## src/rtl/gpio_reg_ctrl.sv

```systemverilog
`default_nettype none
// ============================================================================
// Module      : gpio_reg_ctrl
// Description : Register-bus controller for the 16-pin GPIO vector block.
//               Holds the pin configuration registers, synchronises pin
//               readback and the raw GPIO interrupt lines, latches interrupt
//               edges into sticky W1C status bits, and raises one maskable
//               registered CPU interrupt.
//
// Ports       : clk, reset          - clock, async active-high reset
//               req/we/addr/wdata   - CPU request side (held until ack)
//               ack/rdata           - CPU response side
//               gpio_enable         - GPIO Enable (active low)
//               gpio_function       - GPIO Function (1 = output)
//               gpio_data_out       - GPIO Data_out
//               gpio_pc_mask        - GPIO Pin_Change_Mask
//               gpio_int_mask       - GPIO Int_Mask
//               gpio_data_in        - GPIO Data_in (asynchronous)
//               gpio_irq_pc         - GPIO IRQ_PIN_CHANGE
//               gpio_irq_int        - GPIO IRQ_INT (bit0 pin14, bit1 pin15)
//               irq                 - CPU interrupt
//
// Options     : GPIO_REG_CTRL_EVCNT_EN - address 7 becomes an 8-bit
//               saturating, clear-on-read event counter.
//
// Revision    : 1.0 - initial release
// ============================================================================
module gpio_reg_ctrl #(
    parameter int SYNC_STAGES = 2,
    parameter int ADDR_W      = 3
) (
    input  logic              clk,
    input  logic              reset,
    input  logic              req,
    input  logic              we,
    input  logic [ADDR_W-1:0] addr,
    input  logic [15:0]       wdata,
    output logic              ack,
    output logic [15:0]       rdata,
    output logic              gpio_enable,
    output logic [15:0]       gpio_function,
    output logic [15:0]       gpio_data_out,
    output logic [15:0]       gpio_pc_mask,
    output logic [1:0]        gpio_int_mask,
    input  logic [15:0]       gpio_data_in,
    input  logic              gpio_irq_pc,
    input  logic [1:0]        gpio_irq_int,
    output logic              irq
);

    localparam logic [1:0] c_ST_IDLE   = 2'd0;
    localparam logic [1:0] c_ST_ACCESS = 2'd1;
    localparam logic [1:0] c_ST_RESP   = 2'd2;

    localparam logic [ADDR_W-1:0] c_ADDR_FUNC   = ADDR_W'(0);
    localparam logic [ADDR_W-1:0] c_ADDR_DOUT   = ADDR_W'(1);
    localparam logic [ADDR_W-1:0] c_ADDR_PCMASK = ADDR_W'(2);
    localparam logic [ADDR_W-1:0] c_ADDR_CTRL   = ADDR_W'(3);
    localparam logic [ADDR_W-1:0] c_ADDR_DIN    = ADDR_W'(4);
    localparam logic [ADDR_W-1:0] c_ADDR_STATUS = ADDR_W'(5);
    localparam logic [ADDR_W-1:0] c_ADDR_IRQEN  = ADDR_W'(6);
`ifdef GPIO_REG_CTRL_EVCNT_EN
    localparam logic [ADDR_W-1:0] c_ADDR_EVCNT  = ADDR_W'(7);
`endif

    logic [1:0]        r_state;
    logic [1:0]        w_state_nxt;
    logic              r_we;
    logic [ADDR_W-1:0] r_addr;
    logic [15:0]       r_wdata;
    logic              r_ack;
    logic [15:0]       r_rdata;

    logic [15:0]       r_func;
    logic [15:0]       r_dout;
    logic [15:0]       r_pcmask;
    logic [2:0]        r_ctrl;
    logic [2:0]        r_status;
    logic [2:0]        r_irqen;
    logic              r_irq;

    logic [15:0]       r_din_sync [SYNC_STAGES];
    logic [2:0]        r_irq_sync [SYNC_STAGES];
    logic [2:0]        r_irq_prev;

    logic [15:0]       w_din_s;
    logic [2:0]        w_irq_s;
    logic [2:0]        w_status_set;
    logic [2:0]        w_status_clr;
    logic              w_wr;
    logic              w_rd;
    logic [15:0]       w_rd_val;

    // ---------------------------------------------------------------- sync
    // IRQ lines are bundled as {int15, int14, pc} so their positions line up
    // directly with the STATUS bits.
    always_ff @(posedge clk or posedge reset) begin
        if (reset) begin
            for (int i = 0; i < SYNC_STAGES; i++) begin
                r_din_sync[i] <= '0;
                r_irq_sync[i] <= '0;
            end
            r_irq_prev <= '0;
        end else begin
            r_din_sync[0] <= gpio_data_in;
            r_irq_sync[0] <= {gpio_irq_int, gpio_irq_pc};
            for (int i = 1; i < SYNC_STAGES; i++) begin
                r_din_sync[i] <= r_din_sync[i-1];
                r_irq_sync[i] <= r_irq_sync[i-1];
            end
            r_irq_prev <= w_irq_s;
        end
    end

    assign w_din_s      = r_din_sync[SYNC_STAGES-1];
    assign w_irq_s      = r_irq_sync[SYNC_STAGES-1];
    assign w_status_set = w_irq_s & ~r_irq_prev;

    // ---------------------------------------------------------------- FSM
    always_ff @(posedge clk or posedge reset) begin
        if (reset) begin
            r_state <= c_ST_IDLE;
        end else begin
            r_state <= w_state_nxt;
        end
    end

    always_comb begin
        w_state_nxt = r_state;
        case (r_state)
            c_ST_IDLE:   if (req) w_state_nxt = c_ST_ACCESS;
            c_ST_ACCESS: w_state_nxt = c_ST_RESP;
            c_ST_RESP:   if (!req) w_state_nxt = c_ST_IDLE;
            default:     w_state_nxt = c_ST_IDLE;
        endcase
    end

    assign w_wr         = (r_state == c_ST_ACCESS) &&  r_we;
    assign w_rd         = (r_state == c_ST_ACCESS) && !r_we;
    assign w_status_clr = (w_wr && r_addr == c_ADDR_STATUS) ? r_wdata[2:0] : 3'b000;

`ifdef GPIO_REG_CTRL_EVCNT_EN
    logic [7:0] r_evcnt;
    logic       w_any_set;

    assign w_any_set = |w_status_set;

    // A read clears the count in the ACCESS cycle; an event landing in that
    // same cycle is kept as the first count of the new window.
    always_ff @(posedge clk or posedge reset) begin
        if (reset) begin
            r_evcnt <= '0;
        end else if (w_rd && r_addr == c_ADDR_EVCNT) begin
            r_evcnt <= {7'b0, w_any_set};
        end else if (w_any_set && r_evcnt != 8'hFF) begin
            r_evcnt <= r_evcnt + 8'd1;
        end
    end
`endif

    // ---------------------------------------------------------------- read mux
    always_comb begin
        w_rd_val = '0;
        case (r_addr)
            c_ADDR_FUNC:   w_rd_val = r_func;
            c_ADDR_DOUT:   w_rd_val = r_dout;
            c_ADDR_PCMASK: w_rd_val = r_pcmask;
            c_ADDR_CTRL:   w_rd_val = {13'b0, r_ctrl};
            c_ADDR_DIN:    w_rd_val = w_din_s;
            c_ADDR_STATUS: w_rd_val = {13'b0, r_status};
            c_ADDR_IRQEN:  w_rd_val = {13'b0, r_irqen};
`ifdef GPIO_REG_CTRL_EVCNT_EN
            c_ADDR_EVCNT:  w_rd_val = {8'b0, r_evcnt};
`endif
            default:       w_rd_val = '0;
        endcase
    end

    // ---------------------------------------------------------------- registers
    always_ff @(posedge clk or posedge reset) begin
        if (reset) begin
            r_we     <= 1'b0;
            r_addr   <= '0;
            r_wdata  <= '0;
            r_ack    <= 1'b0;
            r_rdata  <= '0;
            r_func   <= '0;
            r_dout   <= '0;
            r_pcmask <= '0;
            r_ctrl   <= '0;
            r_status <= '0;
            r_irqen  <= '0;
            r_irq    <= 1'b0;
        end else begin
            if (r_state == c_ST_IDLE && req) begin
                r_we    <= we;
                r_addr  <= addr;
                r_wdata <= wdata;
            end
            r_ack <= (w_state_nxt == c_ST_RESP);
            if (w_rd) begin
                r_rdata <= w_rd_val;
            end
            if (w_wr) begin
                case (r_addr)
                    c_ADDR_FUNC:   r_func   <= r_wdata;
                    c_ADDR_DOUT:   r_dout   <= r_wdata;
                    c_ADDR_PCMASK: r_pcmask <= r_wdata;
                    c_ADDR_CTRL:   r_ctrl   <= r_wdata[2:0];
                    c_ADDR_IRQEN:  r_irqen  <= r_wdata[2:0];
                    default:       ;
                endcase
            end
            // Set is OR-ed after the clear so a coincident event wins.
            r_status <= (r_status & ~w_status_clr) | w_status_set;
            r_irq    <= |(r_status & r_irqen);
        end
    end

    assign ack           = r_ack;
    assign rdata         = r_rdata;
    assign gpio_enable   = ~r_ctrl[0];
    assign gpio_int_mask = r_ctrl[2:1];
    assign gpio_function = r_func;
    assign gpio_data_out = r_dout;
    assign gpio_pc_mask  = r_pcmask;
    assign irq           = r_irq;

endmodule
`default_nettype wire
```

## config.mk

```make
export PLATFORM = sky130hd
export DESIGN_NAME = gpio_reg_ctrl
export DESIGN_NICKNAME = d
export VERILOG_FILES = /design/src/rtl/gpio_reg_ctrl.sv
export SDC_FILE = /design/constraint.sdc
export NUM_CORES = 1
export LEC_CHECK = 0
export CAP_MARGIN = 20
export CORE_ASPECT_RATIO = 1.4
export CORE_MARGIN = 2
export CORE_UTILIZATION = 53
export CTS_BUF_LIST = sky130_fd_sc_hd__clkbuf_8
export DETAILED_ROUTE_END_ITERATION = 6
export HOLD_SLACK_MARGIN = 0.08
export PLACE_DENSITY = 0.82
export SLEW_MARGIN = 20
export SYNTH_ARGS = -nofsm -noshare
export SYNTH_HDL_FRONTEND = slang
export SYNTH_SLANG_ARGS = --single-unit
```

## constraint.sdc

```tcl
create_clock -name clk -period 4.8 [get_ports clk]
set_input_delay 0.72 -clock clk [delete_from_list [all_inputs] [get_ports clk]]
set_output_delay 0.72 -clock clk [all_outputs]
set_load 0.01 [all_outputs]
```

# Word-level counts from Yosys, hierarchy flattened
# Cells that the tools add are included.
# Widths: inputs -> output; s select.
[totals]
reg_bits = 138
input_bits = 42
out_inout_bits = 69
word_cells = 52
[classes]
eq_ne = 9
muxes = 5
n_bitwise = 7
reduce_logical = 13
[op_table]
columns = ["op", "count"]
rows = [
  ["$pmux 16 s7", 1],
  ["$reduce_and 2->1", 5],
  ["$and 3x3->3", 3],
  ["$eq 3x3->1 const B", 3],
  ["$eq 3x2->1 const B", 2],
  ["$not 3->3", 2],
  ["$pmux 2 s3", 1],
  ["$eq 2x2->1 const B", 2],
  ["$logic_and 1x1->1", 4],
  ["$mux 2", 2],
  ["$eq 3x1->1 const B", 1],
  ["$logic_not 3->1", 1],
  ["$mux 3", 1],
  ["$or 3x3->3", 1],
  ["$reduce_or 3->1", 1],
  ["$eq 2x1->1 const B", 1],
  ["$logic_not 2->1", 1],
  ["$logic_not 1->1", 1],
  ["$not 1->1", 1],
]

# Longest topological paths before layout
# Gate-level depths: netlist of the first run.
[depth]
ltp_word = 7
ltp_mapped = 7
depth_no_buf = 4

# Least setup slack after synthesis of the first run
# No wires, ideal clock.
[synth_path]
path_kind = "input to register"
from = "input port req"
to = "register r_addr[0]"
setup_time_ps = 125
arrival_time_ps = 1661
required_ps = 4675
path_slack_ps = 3015
cell_stages = 3
path_buffers = 1
path_cell_list = "nor3b_1 -> buf_2 -> mux2_2"
[synth_via]
elab_chain_cells = 1
[synth_lines]
columns = ["item", "line", "rtl"]
rows = [
  ["start: declaration", "34", "input logic req,"],
  ["$logic_and 1x1->1", "195", "if (r_state == c_ST_IDLE && req) begin"],
  ["end signal: assignment", "197", "r_addr <= addr;"],
  ["end: declaration", "69", "logic [ADDR_W-1:0] r_addr;"],
]
# No other way between the ends.
# A chain may end at the register's enable or synchronous reset.

# Worst setup path after layout of the first run
[layout_path]
from = "register r_addr[2]"
to = "register r_rdata[5] (netlist: rdata[5])"
[layout_via]
elab_chain_cells = 2
word_cells_on_any_way = 8
cone_classes = "eq/ne: 6; mux: 1; reduce/logical: 1"
[layout_lines]
columns = ["item", "line", "rtl"]
rows = [
  ["$eq 3x3->1, or another cell as far along", "164", "case (r_addr)"],
  ["$pmux 16 s7 *", "164", ""],
  ["end signal: assignment", "202", "r_rdata <= w_rd_val;"],
  ["end: declaration", "72", "logic [15:0] r_rdata;"],
]
# Mark *: on every way between the ends. The rest lies on a longest branch, timed or not.

==> impl_metrics.toml, run 1 <==
[synth]
ys_seq_area_frac = 0.6519
synth_compound_area_frac = 0.08786
async_reset_ff_frac = 1.000
synth_simple_gate_area_share = 0.03779
synth_area_sq_um = 5298
yosysUniqueCellTypes = 39
synth_ff_type = "dfrtp_1"
synthCells = 352
synth_nets = 394
synth_area_per_cell_sq_um = 15.05
synth-edff-count = 0
yosysWarnings = 0
muxShareOfSynthArea = 0.1913
synthAdderAreaFrac = 0
synth_top_family_by_area = "multiplexers"
yosys.area_share.xor_xnor = 0
ys_seq_elements = 138

[timing]
finalCritPeriodShare = 0.5370
finalMaxSlewViolations = 0
max_freq_mhz = 388.0
setup_violations = 0
skew_ns = 0.007254
max_slew_margin = 0.2745
hold_ws_ns = 0.3522
finalCriticalPeriod_ns = 2.578
rsz0062_at_grt = "false"
fin_tns_setup_ns = 0
hold_violations = 0
worst_pin_slew_ns = 1.086

[cts]
post_cts_buffers = 0
clk_latency_ns = 0.45
clockBufferDepth = 2
numCtsBuffers = 17
cts_tree = "built"
cts-resized-gates = 0
cts_hold_repair.buffers = 0
htreeDepth = 4
cts.sinks = 138
cts.clk_slew.worst_paths_ns = 0.07
root_buffer = "clkbuf_8"

[setup_path]
cp-start-kind = "flop"
worst-setup-path-type = "reg -> reg"
path_buf_inv = 0
critPathRequiredTime_ns = 5.18
critical_path_arrival_ns = 2.96
cpLargestDelayFamily = "flip-flops"
crit_path_end_kind = "flop"
reg2reg_from = "r_addr[2]"
reg2reg_to = "rdata[5]"
worst-r2r-setup-slack_ns = 2.22
slowest_delay_ns = 0.95
critPathMaxFanout = 22
slowest_stage = "dfrtp_1"
path_cells = "nor2b_1 > a22oi_1 > o22ai_1 > a22o_1"
r2r_cells = 4

[status]
status = "complete, no violations"

[pwr]
p_switching_w = 0.001461
pwr-share-comb = 0.319
max-vdd-ir-drop_mv = 0.3659
p_leak_nw = 3.044
p_total_w = 0.004490
powerDensity_nw_per_um2 = 646.6
switching_share = 0.3254
pwr-share-seq = 0.436
internal_power_w = 0.003029
clockPowerShare = 0.245

[worst_hold_path]
hp-class = "reg -> reg"
min_delay_path_depth = 0
hold_end = "w_irq_s[2]"
hold_start = "r_irq_sync[5]"

[routing]
wl_per_cell_um = 19.57
drtPass1Iterations = 4
wl_um = 11920
remaining_drc_errors = 0
vias_per_cell = 5.544
num_vias = 3376
drtAntennaViolNets = 0
drtIter0Drc = 218

[finish]
finish.utilization = 0.7053
diodes = 0
fin_cells = 609
syn2layout_area_growth_pct = 31.08
mostFrequentLayoutCell = "dfrtp_1"
fin_nets = 503
layout_common_cells = "dfrtp_1 (137), clkdlybuf4s50_1 (110), mux2_2 (74)"
layout-drive-gt1-share = 0.2511

[global_route]
grt_pass1_vias = 3586
grt_pass1_wl_um = 18660
gr-total-overflow = 0
antenna_found_initial = 0
grt_max_degree = 105
grt_use_total = 0.2363

[die]
die_area_sq_um = 10820
initial_core_util = 0.5381
num_io_pins = 111
rows = 43
fp.coreArea_sq_um = 9846
die_h_um = 122.3
die_x_um = 88.50

[place]
place_congestion = 0.7918
post-place-cells = 577
io_buffers = 110
dp.final_hpwl_um = 7685

[flow_run]
drv_cap = 0
==> power by group through the flow <==
stage,clock [W],combinational (W),sequential (W)
2_1_floorplan,0,0.000836,0.00185
3_3_place_gp,0,0.00140,0.00195
3_5_place_dp,0,0.00143,0.00197
4_1_cts,0.00111,0.00144,0.00195
5_1_grt,0.00117,0.00153,0.00201
6_report,0.00110,0.00143,0.00196
==> worst max-delay path by stage <==
stage	slack (ns)	endpoint	from	cells after the start
5_1_grt	2.09	rdata[15]	r_addr[2]	4
6_report	2.22	rdata[5]	r_addr[2]	4
4_1_cts	2.28	rdata[5]	r_addr[2]	4
2_1_floorplan	0.38	ack	reset	1
3_3_place_gp	2.22	r_wdata[8]	req	4
3_5_place_dp	2.18	r_wdata[11]	req	4
==> kinds of logic (layout without fill, tap and decap cells) <==
logic type      count (synthesis)  after routing
mux                            92             92
compound gates                 60             60
simple gates                   30             30
flops                         138            138
buf+inv                        32            154
==> stage by stage <==
stage	setup slack, ns	area [sq um]
after floorplan	0.3838	5298
after global placement	2.217	6466
after detailed placement	2.184	6466
after CTS	2.276	6944
after global routing	2.089	6944
final	2.222	6944
==> registers in the layout (all words and copies together), names as in the netlist, 16 cells and up <==
signal,count
gpio_data_out,16
gpio_function,16
gpio_pc_mask,16
r_din_sync,16
r_wdata,16
rdata,16
w_din_s,16
==> metal layers <==
metal | GRT usage | vias to the layer above | wire length (um)
met5 | 0 | - | 0
met3 | 0.08810 | 16 | 670
met4 | 0.09470 | 0 | 248
met2 | 0.3759 | 108 | 6318
li1 | - | 1497 | -
met1 | 0.2917 | 1755 | 4683
==> worst register-to-register path, stage by stage (launching register included) <==
cell	delay (ns)
dfrtp_1	0.95
nor2b_1	0.94
a22oi_1	0.26
o22ai_1	0.23
a22o_1	0.15
==> final cells by class <==
class	count	area [sq um]
Sequential cell	138	3455
Fill cell	647	2902
Clock buffer	19	261.5
Inverter	10	42.54
Timing Repair Buffer	112	1116
Tap cell	135	168.9
Clock inverter	13	216.5
Multi-Input combinational cell	182	1684
==> synthesized netlist by cell type, drive strengths merged (2+ instances only) <==
cell type	number	area [sq um]
a21oi	2	10.01
a22o	18	157.7
a22oi	13	97.59
a31oi	2	27.53
buf	14	87.58
clkbuf	8	40.04
dfrtp	138	3453
inv	10	37.54
mux2	74	833.3
mux2i	18	180.2
nand2	9	36.29
nand3	2	15.01
nand3b	2	18.77
nor2	3	11.26
nor2b	4	25.02
nor3b	3	22.52
o21ai	5	25.02
o22ai	10	62.56
o32ai	4	35.03
No activity file was read; power rests on OpenSTA's default activity.
==> inputs of run 2 (changes only) <==
==> constraint.sdc (replaced) <==
create_clock -name clk -period 2.4 [get_ports clk]
set_input_delay 0.36 -clock clk [delete_from_list [all_inputs] [get_ports clk]]
set_output_delay 0.36 -clock clk [all_outputs]
set_load 0.01 [all_outputs]
==> run 2 against run 1 <==
Fmax rose by 27%. Non-clock buffer count increased by 10. Global-route usage up 0.22 points. Hold slack got worse by 0.0064 ns. Critical path type unchanged. Highest routed layer unchanged. Routed wire length rose by 1.4%. Largest power group unchanged.
==> impl_metrics.toml, run 2 (synthesis gave the netlist of run 1 again) <==
[routing]
wl_um = 12080
drtAntennaViolNets = 0
wl_per_cell_um = 19.52
num_vias = 3429
remaining_drc_errors = 0
vias_per_cell = 5.540
drtPass1Iterations = 4
drtIter0Drc = 192

[pwr]
max-vdd-ir-drop_mv = 0.6103
p_leak_nw = 3.080
powerDensity_nw_per_um2 = 1250

[timing]
finalCritPeriodShare = 0.8464
rsz0062_at_grt = "false"
worst_pin_slew_ns = 0.9497
skew_ns = 0.008928
finalCriticalPeriod_ns = 2.031
hold_violations = 0
max_slew_margin = 0.3656
max_freq_mhz = 492.3
finalMaxSlewViolations = 0
fin_tns_setup_ns = 0
setup_violations = 0

[cts]
cts-resized-gates = 0
cts.clk_slew.worst_paths_ns = 0.08
numCtsBuffers = 17
htreeDepth = 4
post_cts_buffers = 0
cts_tree = "built"
clk_latency_ns = 0.44
cts.sinks = 138
root_buffer = "clkbuf_8"
clockBufferDepth = 2
cts_hold_repair.buffers = 0

[die]
fp.coreArea_sq_um = 9846
rows = 43
initial_core_util = 0.5381
die_area_sq_um = 10820
die_x_um = 88.50
die_h_um = 122.3
num_io_pins = 111

[global_route]
grt_max_degree = 40
grt_pass1_wl_um = 18940
grt_pass1_vias = 3624
gr-total-overflow = 0
grt_use_total = 0.2385
antenna_found_initial = 0

[setup_path]
critical_path_arrival_ns = 2.37
r2r_cells = 4
worst-r2r-setup-slack_ns = 0.37
crit_path_end_kind = "flop"
worst-setup-path-type = "reg -> reg"
critPathMaxFanout = 11
slowest_delay_ns = 0.80
slowest_stage = "nor2b_1"
reg2reg_from = "r_addr[2]"
reg2reg_to = "rdata[0]"
critPathRequiredTime_ns = 2.74
cpLargestDelayFamily = "simple AND/OR/NAND/NOR gates"
crit_end = "rdata[0]"
cp-start-kind = "flop"
path_buf_inv = 0
cp.depth = 4
crit_start = "r_addr[2]"
path_cells = "nor2b_1 > a22o_1 > a221oi_1 > o21ai_0"

[place]
post-place-cells = 587
place_congestion = 0.7788
io_buffers = 110
dp.final_hpwl_um = 8274

[worst_hold_path]
hp-class = "reg -> reg"
hold_start = "r_din_sync[29]"

[finish]
fin_nets = 513
layout-drive-gt1-share = 0.2645
diodes = 0
syn2layout_area_growth_pct = 31.93
layout_common_cells = "dfrtp_1 (137), clkdlybuf4s50_1 (110), mux2_2 (74)"
fin_cells = 619
mostFrequentLayoutCell = "dfrtp_1"

[status]
status = "complete, no violations"

[flow_run]
drv_cap = 0
## run 2: layout make-up
class | count | area (sq um)
clock inverter | 12 | 123.9
multi-input combinational | 182 | 1684
timing repair buffer | 122 | 1241
tap | 135 | 168.9
clock buffer | 20 | 275.3
inverter | 10 | 41.29
sequential | 138 | 3455
fill | 653 | 2856
## run 2: worst min-delay path by stage
stage	cells past startpoint	endpoint	slack (ns)
after floorplan	0	w_din_s[0]	0.33
after global placement	0	w_din_s[3]	0.33
after detailed placement	0	w_irq_s[1]	0.34
after CTS	1	r_din_sync[26]	0.34
after global routing	1	r_din_sync[20]	0.34
final	0	w_din_s[13]	0.35
## run 2: report_power, final
group / internal [W] / total (W) / switching (W)
logic: 0.00179 / 0.00308 / 0.00129
registers: 0.00303 / 0.00380 / 0.000772
clock network: 0.000996 / 0.00185 / 0.000854
total: 0.00581 / 0.00874 / 0.00292
## run 2: metrics by stage
step	hold slack (ns)	util	power [W]	setup slack, ns	cell area (sq um)
after floorplan	0.3312	-	0.005366	0.3189	5301
after global placement	0.3341	0.6693	0.006753	0.4994	6590
after detailed placement	0.3357	0.6693	0.006904	0.4413	6590
after CTS	0.3366	0.7099	0.008779	0.3708	6989
after global routing	0.3351	0.7099	0.009181	0.2596	6989
final	0.3458	0.7099	0.008736	0.3686	6989
## run 2: per-layer routing
| layer | track usage | vias up | wire length (um) |
|---|---|---|---|
| li1 | - | 1515 | - |
| met1 | 0.2992 | 1775 | 4787 |
| met2 | 0.3924 | 121 | 6359 |
| met3 | 0.06389 | 18 | 690 |
| met4 | 0.09470 | 0 | 243 |
| met5 | 0 | - | 0 |
